**config.mk**
```make
export PLATFORM = sky130hd
export DESIGN_NAME = mode_counter_fsm_flat
export DESIGN_NICKNAME = d
export VERILOG_FILES = /design/src/rtl/mode_counter_fsm_if.sv /design/src/rtl/mode_counter_fsm.sv /design/src/flat_wrapper.sv
export SDC_FILE = /design/constraint.sdc
export NUM_CORES = 1
export LEC_CHECK = 0
export CORE_AREA = 2 2 94 96
export DETAILED_ROUTE_END_ITERATION = 10
export DIE_AREA = 0 0 96 98
export PLACE_DENSITY_LB_ADDON = 0.08
export SYNTH_ARGS = -nofsm -noshare
export SYNTH_HDL_FRONTEND = slang
export SYNTH_SLANG_ARGS = --single-unit
```
**constraint.sdc**
```tcl
create_clock -name in_clk -period 8.4 [get_ports in_clk]
set_input_delay 1.26 -clock in_clk [delete_from_list [all_inputs] [get_ports in_clk]]
set_output_delay 1.26 -clock in_clk [all_outputs]
set_load 0.01 [all_outputs]
```
**src/rtl/mode_counter_fsm_if.sv**
```systemverilog
// Button, step and display-side signals of the mode counter, bundled so the
// board glue and the counter core share one connection point.
interface mode_counter_fsm_if #(
   parameter int COUNT_W = 16,
   parameter int STEP_W  = 4
);
   logic               in_btn_up_n;
   logic               in_btn_down_n;
   logic [STEP_W-1:0]  in_step;
   logic [1:0]         out_state;
   logic [COUNT_W-1:0] out_count;
   logic               out_tick;
   logic               out_limit;

   modport master (
      output in_btn_up_n, in_btn_down_n, in_step,
      input  out_state, out_count, out_tick, out_limit
   );

   modport slave (
      input  in_btn_up_n, in_btn_down_n, in_step,
      output out_state, out_count, out_tick, out_limit
   );
endinterface

```
**src/rtl/mode_counter_fsm.sv**
```systemverilog
// Mode counter: two debounced push buttons step a CLEAR/UP/DOWN/HOLD state
// machine; a free-running prescaler paces a wrap-or-saturate counter.
module mode_counter_fsm #(
   parameter int TICK_DIV        = 50_000_000,
   parameter int DEBOUNCE_CYCLES = 1_000_000,
   parameter int COUNT_W         = 16,
   parameter int STEP_W          = 4,
   parameter bit WRAP            = 1'b1
) (
   input  logic              in_clk,
   input  logic              global_reset,
   mode_counter_fsm_if.slave bus
);

   localparam logic [1:0] ST_CLEAR = 2'b00;
   localparam logic [1:0] ST_UP    = 2'b01;
   localparam logic [1:0] ST_DOWN  = 2'b10;
   localparam logic [1:0] ST_HOLD  = 2'b11;

   localparam int              PS_W    = $clog2(TICK_DIV);
   localparam logic [PS_W-1:0] PS_LAST = PS_W'(TICK_DIV - 1);
   localparam int              DB_W    = $clog2(DEBOUNCE_CYCLES);
   localparam logic [DB_W-1:0] DB_LAST = DB_W'(DEBOUNCE_CYCLES - 1);

   // bit 0 = up button, bit 1 = down button
   logic [1:0]         raw;
   logic [1:0]         sync_p0;
   logic [1:0]         sync_p1;
   logic               vld_p0;
   logic               vld_p1;
   logic [1:0]         deb;
   logic [DB_W-1:0]    db_cnt [2];
   logic [1:0]         prev;
   logic [1:0]         armed;
   logic [1:0]         press;

   logic [PS_W-1:0]    presc;
   logic               tick;

   logic [1:0]         state;
   logic [1:0]         state_next;

   logic [COUNT_W-1:0] count;
   logic               limit;
   logic [COUNT_W-1:0] step_ext;

   // Applies one step to the counter and reports whether the true result
   // left 0..2^COUNT_W-1; out-of-range results wrap or clamp per WRAP.
   function automatic logic [COUNT_W:0] apply_step(
      input logic [COUNT_W-1:0] cur,
      input logic [COUNT_W-1:0] step,
      input logic               down
   );
      logic signed [COUNT_W+1:0] full;
      logic                      over;
      logic                      under;
      logic [COUNT_W-1:0]        res;
      if (down)
         full = $signed({2'b00, cur}) - $signed({2'b00, step});
      else
         full = $signed({2'b00, cur}) + $signed({2'b00, step});
      under = full[COUNT_W+1];
      over  = ~full[COUNT_W+1] & full[COUNT_W];
      res   = full[COUNT_W-1:0];
      if (!WRAP && over)
         res = '1;
      if (!WRAP && under)
         res = '0;
      return {over | under, res};
   endfunction

   assign raw      = {bus.in_btn_down_n, bus.in_btn_up_n};
   assign step_ext = COUNT_W'(bus.in_step);

   // Two-flop synchronisers; vld_pN marks when sync_pN holds a real sample
   // rather than its reset value.
   always_ff @(posedge in_clk or posedge global_reset) begin
      if (global_reset) begin
         sync_p0 <= '1;
         sync_p1 <= '1;
         vld_p0  <= 1'b0;
         vld_p1  <= 1'b0;
      end else begin
         sync_p0 <= raw;
         sync_p1 <= sync_p0;
         vld_p0  <= 1'b1;
         vld_p1  <= vld_p0;
      end
   end

   // Debouncers: accept a new level only after DEBOUNCE_CYCLES stable cycles.
   always_ff @(posedge in_clk or posedge global_reset) begin
      if (global_reset) begin
         deb <= '1;
         for (int b = 0; b < 2; b++)
            db_cnt[b] <= '0;
      end else begin
         for (int b = 0; b < 2; b++) begin
            if (sync_p1[b] != deb[b]) begin
               if (db_cnt[b] == DB_LAST) begin
                  deb[b]    <= sync_p1[b];
                  db_cnt[b] <= '0;
               end else begin
                  db_cnt[b] <= db_cnt[b] + DB_W'(1);
               end
            end else begin
               db_cnt[b] <= '0;
            end
         end
      end
   end

   // Edge memory plus arming: a button only arms once it has been seen
   // released after reset, so a press held through reset never fires.
   always_ff @(posedge in_clk or posedge global_reset) begin
      if (global_reset) begin
         prev  <= '1;
         armed <= '0;
      end else begin
         prev  <= deb;
         armed <= armed | ({2{vld_p1}} & sync_p1 & deb);
      end
   end

   assign press = armed & prev & ~deb;

   // Free-running prescaler; tick marks its last count.
   always_ff @(posedge in_clk or posedge global_reset) begin
      if (global_reset)
         presc <= '0;
      else if (tick)
         presc <= '0;
      else
         presc <= presc + PS_W'(1);
   end

   assign tick = (presc == PS_LAST);

   // Next mode from press events; simultaneous presses cancel out.
   always_comb begin
      state_next = state;
      if (press[0] != press[1]) begin
         case (state)
            ST_CLEAR: if (press[0]) state_next = ST_UP;
            ST_UP:    state_next = press[0] ? ST_DOWN : ST_CLEAR;
            ST_DOWN:  state_next = press[0] ? ST_HOLD : ST_UP;
            ST_HOLD:  if (press[1]) state_next = ST_DOWN;
            default:  state_next = ST_CLEAR;
         endcase
      end else if (state > ST_HOLD) begin
         state_next = ST_CLEAR;
      end
   end

   // Mode register.
   always_ff @(posedge in_clk or posedge global_reset) begin
      if (global_reset)
         state <= ST_CLEAR;
      else
         state <= state_next;
   end

   // Counter update using the mode held before this edge; limit is a
   // one-cycle flag registered with the update that wrapped or clamped.
   always_ff @(posedge in_clk or posedge global_reset) begin
      if (global_reset) begin
         count <= '0;
         limit <= 1'b0;
      end else begin
         limit <= 1'b0;
         case (state)
            ST_CLEAR: count <= '0;
            ST_UP:    if (tick) {limit, count} <= apply_step(count, step_ext, 1'b0);
            ST_DOWN:  if (tick) {limit, count} <= apply_step(count, step_ext, 1'b1);
            default:  count <= count;
         endcase
      end
   end

   assign bus.out_state = state;
   assign bus.out_count = count;
   assign bus.out_tick  = tick;
   assign bus.out_limit = limit;

endmodule
```
**src/flat_wrapper.sv**
```systemverilog
// flat-port wrapper written by rule: the top's interface ports become plain ports
module mode_counter_fsm_flat 
#(
   parameter int TICK_DIV        = 50_000_000,
   parameter int DEBOUNCE_CYCLES = 1_000_000,
   parameter int COUNT_W         = 16,
   parameter int STEP_W          = 4,
   parameter bit WRAP            = 1'b1
)
  (in_clk, global_reset, bus_in_btn_up_n, bus_in_btn_down_n, bus_in_step, bus_out_state, bus_out_count, bus_out_tick, bus_out_limit);
  mode_counter_fsm_if #(.COUNT_W(COUNT_W), .STEP_W(STEP_W)) bus_i ();
  input  logic in_clk;
  input  logic global_reset;
  input wire logic [$bits(bus_i.in_btn_up_n)-1:0] bus_in_btn_up_n;
  input wire logic [$bits(bus_i.in_btn_down_n)-1:0] bus_in_btn_down_n;
  input wire logic [$bits(bus_i.in_step)-1:0] bus_in_step;
  output wire logic [$bits(bus_i.out_state)-1:0] bus_out_state;
  output wire logic [$bits(bus_i.out_count)-1:0] bus_out_count;
  output wire logic [$bits(bus_i.out_tick)-1:0] bus_out_tick;
  output wire logic [$bits(bus_i.out_limit)-1:0] bus_out_limit;
  assign bus_i.in_btn_up_n = bus_in_btn_up_n;
  assign bus_i.in_btn_down_n = bus_in_btn_down_n;
  assign bus_i.in_step = bus_in_step;
  assign bus_out_state = bus_i.out_state;
  assign bus_out_count = bus_i.out_count;
  assign bus_out_tick = bus_i.out_tick;
  assign bus_out_limit = bus_i.out_limit;
  mode_counter_fsm #(.TICK_DIV(TICK_DIV), .DEBOUNCE_CYCLES(DEBOUNCE_CYCLES), .COUNT_W(COUNT_W), .STEP_W(STEP_W), .WRAP(WRAP)) u_core (.in_clk(in_clk), .global_reset(global_reset), .bus(bus_i));
endmodule
```
==> impl_metrics.csv <==
group,metric,value,unit
global_routing,grt_pass1_wl,18600,um
sta,final-max-slew-violation-count,0,
flow_run,max_cap_violations,0,
clock_network,clock_sinks,97,
power_and_ir_drop,finalPower,0.837,mW
floorplan,start_util,0.631,
sta,setup_viol,0,
clock_network,ctsResizeCount,0,
synth,seq_area_frac_synth,0.456,
clock_network,clk_latency,0.36,ns
final_layout,diodes,0,
synth,synth_top_area_frac,0.417,
sta,skew,0.0117,ns
global_routing,grt_remaining_overflow,0,
sta,worst_slew_pin_slew,0.926,ns
final_layout,n_fill_cell,685,
clock_network,clockBufferDepth,2,
synth,synth_cells,563,
drt,drtAntennaViolNets,0,
floorplan,dieArea,9410,um2
synth,synthArstFlopShare,1.00,
drt,route.detailed.drc,0,
synth,syn_nets,590,
synth,syn-cell-area,5350,um2
final_layout,drive_gt1_frac,0.0863,
status,outcome,"finished clean",
clock_network,tritoncts,"yes",
synth,synth_most_common_cell,"dfrtp_1",
setup_path,critical-path-slowest-cell,"clkdlybuf4s50_1",
drt,drt_iter0_markers,193,
synth,synthTopCellsByCount,"dfrtp_1, nor2_1, nand2_1",
clock_network,htreeDepth,3,
clock_network,root_buffer,"clkbuf_8",
drt,routed_wl,10800,um
sta,grt_setup_unrepaired,"false",
final_layout,final_nets,613,
synth,ys_ff_latch,97,
drt,via_per_inst,5.96,
sta,whs,0.360,ns
sta,fmax,249,MHz
clock_network,cts_setup_buffers,0,
drt,wire_per_inst,15.4,um
synth,dominantRegCellSynth,"dfrtp_1",
power_and_ir_drop,ir_worst_vdd,0.109,mV
setup_path,crit_buf_inv,2,
floorplan,ios,28,
setup_path,cp_top_family,"simple AND/OR/NAND/NOR gates",
sta,maxSlewHeadroom,0.383,
final_layout,seqCellArea,2440,um2
place,io_buffers,27,
worst_hold_path,hp-class,"reg2reg",
setup_path,required,7.14,ns
sta,setup_tns,0,ns
sta,fin_crit,4.01,ns
place,place_congestion,0.931,
synth,synth.avg_cell_area,9.49,um2
setup_path,worstPathArrival,2.75,ns
sta,post-route-period-util,0.478,
floorplan,die_width,96,um
clock_network,ctsHoldBuffers,0,
global_routing,antenna_found_initial,0,
place,dp_hpwl,7680,um
sta,hold_viol,0,
setup_path,crit_chain,"ha_1 > and4_1 > nor2b_1 > nand3_2 > inv_2 > clkdlybuf4s50_1",
drt,vias,4167,
setup_path,cp_max_fo,9,
clock_network,clk_pin_slew,0.10,ns
synth,yosys-top-cells-area,"dfrtp_1, xor2_1, nor2_1, xnor2_1, ha_1",
synth,synth_edf_count,0,
global_routing,grt_max_degree,76,
synth,synth_top_cell_by_area,"dfrtp_1",
final_layout,final_core_utilization,0.697,
power_and_ir_drop,p_leak,2.47,nW
final_layout,multi_input_area,2740,um2
power_and_ir_drop,p_per_area,142,nW/um2
place,dp_cells,683,
final_layout,layoutNonFillerInstCount,699,
clock_network,cts_buffers,9,
synth,yosysUniqueCellTypes,70,
floorplan,dieHeight,98,um
global_routing,grt_pass1_vias,4004,
final_layout,syn_to_final_growth,10.3,%
floorplan,core-area,8470,um2
setup_path,crit_path_end_kind,"output port",
setup_path,critPathKind,"reg2out",
setup_path,crit_path_max_incr_delay,0.54,ns
drt,drtPass1Iterations,4,
synth,ys_warn_count,0,
floorplan,row_count,34,
global_routing,track_usage,0.246,
setup_path,critical_path.startpoint_type,"flip-flop",
==> cell usage in the layout (no fill, tap or decap), drive strengths merged, types with 3 or more instances in the layout <==
| cell type | synthesis | layout |
|---|---|---|
| dfrtp | 89 | 89 |
| nand2 | 44 | 44 |
| a21oi | 21 | 21 |
| dfstp | 8 | 8 |
| or3 | 6 | 6 |
| nor4b | 3 | 3 |
| ha | 17 | 17 |
| clkdlybuf4s50 | 0 | 27 |
| xnor2 | 26 | 26 |
| nand4 | 16 | 16 |
| nor2 | 87 | 87 |
| o31ai | 6 | 6 |
| nand3 | 36 | 36 |
| nor4 | 13 | 13 |
| nor2b | 4 | 4 |
| o21a | 3 | 3 |
| xor2 | 37 | 37 |
| inv | 22 | 25 |
| o41ai | 3 | 3 |
| and4 | 6 | 6 |
| or3b | 3 | 3 |
| nor3b | 3 | 3 |
| nor3 | 22 | 22 |
| and3 | 7 | 7 |
| a211oi | 5 | 5 |
| a22oi | 3 | 3 |
| a31oi | 3 | 3 |
| o21bai | 3 | 3 |
| clkbuf | 13 | 10 |
| or2 | 3 | 3 |
| mux2 | 3 | 3 |
| o21ai | 13 | 13 |
==> sequential cells by signal, summed over array words and instances, names as in the netlist <==
| register | cells |
|---|---|
| u_core.armed | 2 |
| u_core.bus.out_count | 16 |
| u_core.bus.out_limit | 1 |
| u_core.bus.out_state | 2 |
| u_core.db_cnt | 40 |
| u_core.deb | 2 |
| u_core.presc | 26 |
| u_core.prev | 2 |
| u_core.sync_p0 | 2 |
| u_core.sync_p1 | 2 |
| u_core.vld_p0 | 1 |
| u_core.vld_p1 | 1 |
==> logic make-up (layout without fill, tap and decap cells) <==
family	after synthesis	count (layout)	share of synthesized area
simple gates	266	266	0.261
buf+inv	38	66	0.0309
mux	3	3	0.00632
other cells	1	1	0.000702
compound gates	76	76	0.0943
flops	97	97	0.456
xor+xnor	63	63	0.103
fa+ha+maj	19	19	0.0473
==> layer usage <==
metal / track usage / vias up / wire length (um)
met3: 0.0355 / 20 / 488
met1: 0.363 / 2021 / 5040
met2: 0.378 / 106 / 5050
li1: - / 2020 / -
met5: 0 / - / 0
met4: 0.0769 / 0 / 174
==> per-stage QoR <==
stage	setup WS [ns]	instance area, um2
2_1_floorplan	4.62	5350
3_3_place_gp	4.62	5680
3_5_place_dp	4.56	5680
4_1_cts	4.41	5900
5_1_grt	4.23	5900
6_report	4.39	5900
==> worst paths after layout <==
path,startpoint,end,slack (ns),cells after the start
setup / recovery,u_core.presc[0],bus_out_tick,4.39,6
hold / removal,u_core.sync_p0[0],u_core.sync_p1[0],0.36,0
setup reg to reg,u_core.presc[0],u_core.bus.out_count[11],5.53,8
hold reg to reg,u_core.sync_p0[0],u_core.sync_p1[0],0.36,0
max in group asynchronous,global_reset,u_core.db_cnt[10],6.02,3
min in group asynchronous,global_reset,u_core.presc[14],1.19,2
==> power breakdown <==
group | internal (mW) | switching, mW
Sequential | 0.472 | 0.00409
Clock | 0.153 | 0.176
Combinational | 0.0113 | 0.0215
==> area by class of cell <==
| cell class | instances | area share |
|---|---|---|
| Tap cell | 108 | 0.0229 |
| Sequential cell | 97 | 0.413 |
| Timing Repair Buffer | 28 | 0.0471 |
| Multi-Input combinational cell | 428 | 0.465 |
| Clock buffer | 10 | 0.0233 |
| Clock inverter | 6 | 0.0138 |
| Inverter | 22 | 0.0144 |
(Power assumes the default switching activity.)
